<file path="src/rtl/dot_acc.sv">
// Streaming dot-product accumulator: sums signed partial-sum terms until in_last, then holds the result.
// Define DOT_ACC_SAT_EN to clamp overflowing adds and report overflow; otherwise adds wrap and out_ovf is 0.
module dot_acc #(
  parameter int CNT_W = 8
) (
  input  logic             clk,
  input  logic             reset,
  input  logic             in_valid,
  input  logic [31:0]      in_data,
  input  logic             in_last,
  output logic             in_ready,
  output logic             out_valid,
  input  logic             out_ready,
  output logic [31:0]      out_data,
  output logic [CNT_W-1:0] out_cnt,
  output logic             out_ovf
);

  typedef enum logic {ACCUM, HOLD} state_t;

  state_t           state;
  logic [31:0]      acc;
  logic [CNT_W-1:0] cnt;
  logic             ovf;

  logic             transfer;
  logic [31:0]      sum_raw;
  logic [31:0]      acc_next;
  logic [CNT_W-1:0] cnt_next;
  logic             term_ovf;
  logic             ovf_next;

  assign out_valid = (state == HOLD);
  assign in_ready  = !out_valid || out_ready;
  assign transfer  = in_valid && in_ready;

  // NOTE: every variable written here gets a default first, so no latch is inferred.
  always_comb begin
    sum_raw  = acc + in_data;
    acc_next = sum_raw;
    term_ovf = 1'b0;
`ifdef DOT_ACC_SAT_EN
    // Signed overflow: operands agree in sign but the sum does not.
    term_ovf = (acc[31] == in_data[31]) && (sum_raw[31] != acc[31]);
    if (term_ovf) acc_next = acc[31] ? 32'h8000_0000 : 32'h7FFF_FFFF;
`endif
    ovf_next = ovf | term_ovf;
    cnt_next = (cnt == {CNT_W{1'b1}}) ? cnt : cnt + 1'b1;
  end

  // NOTE: sequential state uses non-blocking assignments so all registers update together at the edge.
  always_ff @(posedge clk) begin
    if (reset) begin
      state    <= ACCUM;
      acc      <= '0;
      cnt      <= '0;
      ovf      <= 1'b0;
      out_data <= '0;
      out_cnt  <= '0;
      out_ovf  <= 1'b0;
    end else if (transfer) begin
      if (in_last) begin
        out_data <= acc_next;
        out_cnt  <= cnt_next;
        out_ovf  <= ovf_next;
        acc      <= '0;
        cnt      <= '0;
        ovf      <= 1'b0;
        state    <= HOLD;
      end else begin
        // A non-last transfer in HOLD implies out_ready, so the old result retires here.
        acc      <= acc_next;
        cnt      <= cnt_next;
        ovf      <= ovf_next;
        state    <= ACCUM;
      end
    end else if (state == HOLD && out_ready) begin
      state <= ACCUM;
    end
  end

endmodule

</file>
<file path="config.mk">
export PLATFORM = sky130hd
export DESIGN_NAME = dot_acc
export DESIGN_NICKNAME = d
export VERILOG_FILES = /design/src/rtl/dot_acc.sv
export SDC_FILE = /design/constraint.sdc
export NUM_CORES = 1
export LEC_CHECK = 0
export BUFFER_PORTS_ARGS = -buffer_cell sky130_fd_sc_hd__buf_2
export CAP_MARGIN = 10
export CORE_ASPECT_RATIO = 1.4
export CORE_MARGIN = 2
export CORE_UTILIZATION = 55
export DETAILED_ROUTE_END_ITERATION = 6
export GPL_TIMING_DRIVEN = 0
export PLACE_DENSITY = 0.85
export SLEW_MARGIN = 20
export SYNTH_ARGS = -nofsm -noshare
export SYNTH_HDL_FRONTEND = slang
export SYNTH_SLANG_ARGS = --single-unit
export TNS_END_PERCENT = 20
</file>
<file path="constraint.sdc">
create_clock -name clk -period 6.5 [get_ports clk]
set_clock_uncertainty 0.05 [all_clocks]
set_input_delay 0.975 -clock clk [delete_from_list [all_inputs] [get_ports clk]]
set_output_delay 0.975 -clock clk [all_outputs]
set_load 0.01 [all_outputs]
</file>
==> reports/results.ini <==
[timing]
post-route-min-period_ns = 3.442
fmax_mhz = 290.5
finalMaxSlewViolations = 0
finalHoldViolCount = 0
holdWs_ns = 0.4002
slew_headroom = 0.5104
rsz0062_at_grt = false
setup_violations = 0
finalWorstSetupSlack_ns = 3.058
worstMarginPinSlew_ns = 0.7318
tns_ns = 0
fin_crit_sh = 0.5296

[synth]
synth_edf_count = 0
synth_commonest_cells = nand2_1, dfxtp_1, a21oi_1
synth_cells = 590
synth_nets = 660
yosys.cell_count.top_type = nand2_1
ys_async_sr_fraction = 0
ys_ff_latch = 81
synth_area_mm2 = 0.004723
yosysTopAreaCellShare = 0.3433
netlist-cell-type-count = 58
yosysTopAreaCell = dfxtp_1
yosysSeqAreaShare = 0.3433
ys_top_cells_by_area = dfxtp_1, ha_1, a21oi_1
yosys_warnings = 0
synthFlopType = dfxtp_1
syn_avg_cell_area_um2 = 8.006

[flow_run]
maxCapViolations = 0

[die]
die_h_um = 113.7
core_mm2 = 0.008458
io_pins = 80
die-area_mm2 = 0.009356
initial_core_util = 0.5584
row_count = 40
die_width_um = 82.32

[status]
status = complete, no violations

[critical_path]
cp-startpoint = in_data[0]
rr_worst_depth = 10
end_kind = register
criticalPathCategory = in2reg
cpPeakStageDelay_ns = 0.44
critPathSlowestCell = fa_1
worst_setup_path_start_kind = input pin
required_ns = 6.68
critPathArrivalTime_ns = 3.62
path_max_fanout = 4
crit_end = out_data[26]
r2r_slack_ns = 3.49
rr_endpoint = out_data[26]
timing.rr.start = acc[0]
path_cells = buf_2 > ha_1 > fa_1 > a211oi_1 > o21ba_2 > o211ai_1 > nand4_1 > a31oi_2 > a211oi_2 > nor4_1 > a311o_1

[routing]
routed_wl_um = 13040
viasPerCell = 6.061
wl_per_cell_um = 16.57
firstDrtPassIters = 5
drc = 0
vias = 4770
ant_nets = 0
drtIter0Drc = 346

[global_route]
overflow = 0
grt_pass1_wl_um = 21260
antenna_found_initial = 0
grt_pass1_vias = 4784
grt.total_usage = 0.2912
grt_max_degree = 13

[cts]
clkSlewWorstSetupHoldPaths_ns = 0.06
clk_latency_ns = 0.34
clock-sinks = 81
post_cts_buffers = 0
ctsHoldBuffers = 0
cts_tree = yes
cts_buffers = 9
clock-root-buffer = clkbuf_16
post_cts_resized = 0
clk_path_buf_depth = 2
htreeDepth = 3

[layout]
drive_gt1_frac = 0.1540
stdcell_area_mm2 = 0.005552
synthToLayoutAreaGrowth_pct = 17.54
fin_util = 0.6564
nets = 748
num_antenna_cells = 0

[worst_hold_path]
hp-class = reg2reg

[place]
pre_cts_slack_ns = 2.742
io_buffers = 77
hpwl_um = 9993
place_area_mm2 = 0.005240
place_congestion = 0.9437

[power_and_ir_drop]
peakVddDrop_mv = 0.1604
power_leakage_nw = 2.500
p_per_area_mw_per_mm2 = 245.6

[metrics by stage]
| stage | power [mW] | cells |
|---|---|---|
| after floorplan | 0.7464 | 590 |
| after global placement | 0.8200 | 772 |
| after detailed placement | 0.8278 | 772 |
| after CTS | 1.362 | 787 |
| after global routing | 1.420 | 787 |
| final | 1.363 | 787 |
[critical path, delay by kind of cell]
kind            cells  cell delay [ns]
compound gates      6             1.62
fa+ha+maj           2             0.67
simple gates        2             0.25
buf+inv             1             0.10
[sequential cells by signal (all words and copies together) (netlist names)]
signal     count
cnt            8
acc           32
out_valid      1
out_cnt        8
out_data      32
[worst min-delay path by stage]
stage,startpoint,end,slack [ns],depth (start not counted)
after global placement,acc[27],acc[27],0.39,2
after CTS,out_data[23],out_data[23],0.40,2
after floorplan,acc[14],acc[14],0.38,2
after detailed placement,out_data[24],out_data[24],0.39,2
final,out_data[23],out_data[23],0.40,2
after global routing,out_data[7],out_data[7],0.42,2
[where the power goes]
| part | switching (mW) | internal [mW] | total (mW) |
|---|---|---|---|
| clock network | 0.195 | 0.344 | 0.539 |
| registers | 0.0164 | 0.525 | 0.542 |
| logic | 0.174 | 0.109 | 0.283 |
| total | 0.385 | 0.978 | 1.36 |
[per-layer routing]
layer  wire, um  GRT usage  up-vias
met5          0          0        -
li1           -          -     2313
met1       5076     0.3262     2196
met3        862    0.05617       56
met2       6474     0.4903      205
met4        628     0.1867        0
[final cells by class]
type / instances / area [um2]
Sequential cell: 81 / 1622
Clock buffer: 12 / 246.5
Buffer: 38 / 166.4
Clock inverter: 3 / 65.06
Fill cell: 710 / 2907
Multi-Input combinational cell: 466 / 2917
Inverter: 5 / 18.77
Timing Repair Buffer: 77 / 385.4
Tap cell: 105 / 131.4
[cells in the final DEF, fill, tap and decap left out, types with 3 or more instances in the layout]
cell type,netlist,final
nor3_1,10,10
nand4_1,8,8
clkbuf_16,0,9
xor2_1,13,13
dfxtp_1,81,81
clkbuf_1,29,31
and3_1,13,13
or3_1,5,5
and2_1,3,3
nor4_1,4,4
nand2_1,82,82
nor2_1,61,61
o211ai_1,4,4
a211oi_1,13,13
inv_1,5,5
a21o_1,21,21
o21ai_0,24,24
a21oi_1,66,66
a22o_1,11,11
ha_1,32,32
o21ai_1,7,7
a22oi_1,16,16
a31oi_1,5,5
o21a_1,4,4
buf_2,4,81
xnor2_1,20,20
nand3_1,6,6
[kinds of logic after synthesis]
| group | count (synthesis) | share of synthesized area |
|---|---|---|
| AO/OA/AOI/OAI | 194 | 0.2718 |
| XOR/XNOR | 33 | 0.06119 |
| adder cells (fa/ha/maj) | 33 | 0.08901 |
| buffers and inverters | 43 | 0.03921 |
| flip-flops | 81 | 0.3433 |
| multiplexers | 1 | 0.002119 |
| other | 1 | 0.0007939 |
| AND/OR/NAND/NOR | 204 | 0.1926 |
Power figures use the tool's default switching activity.
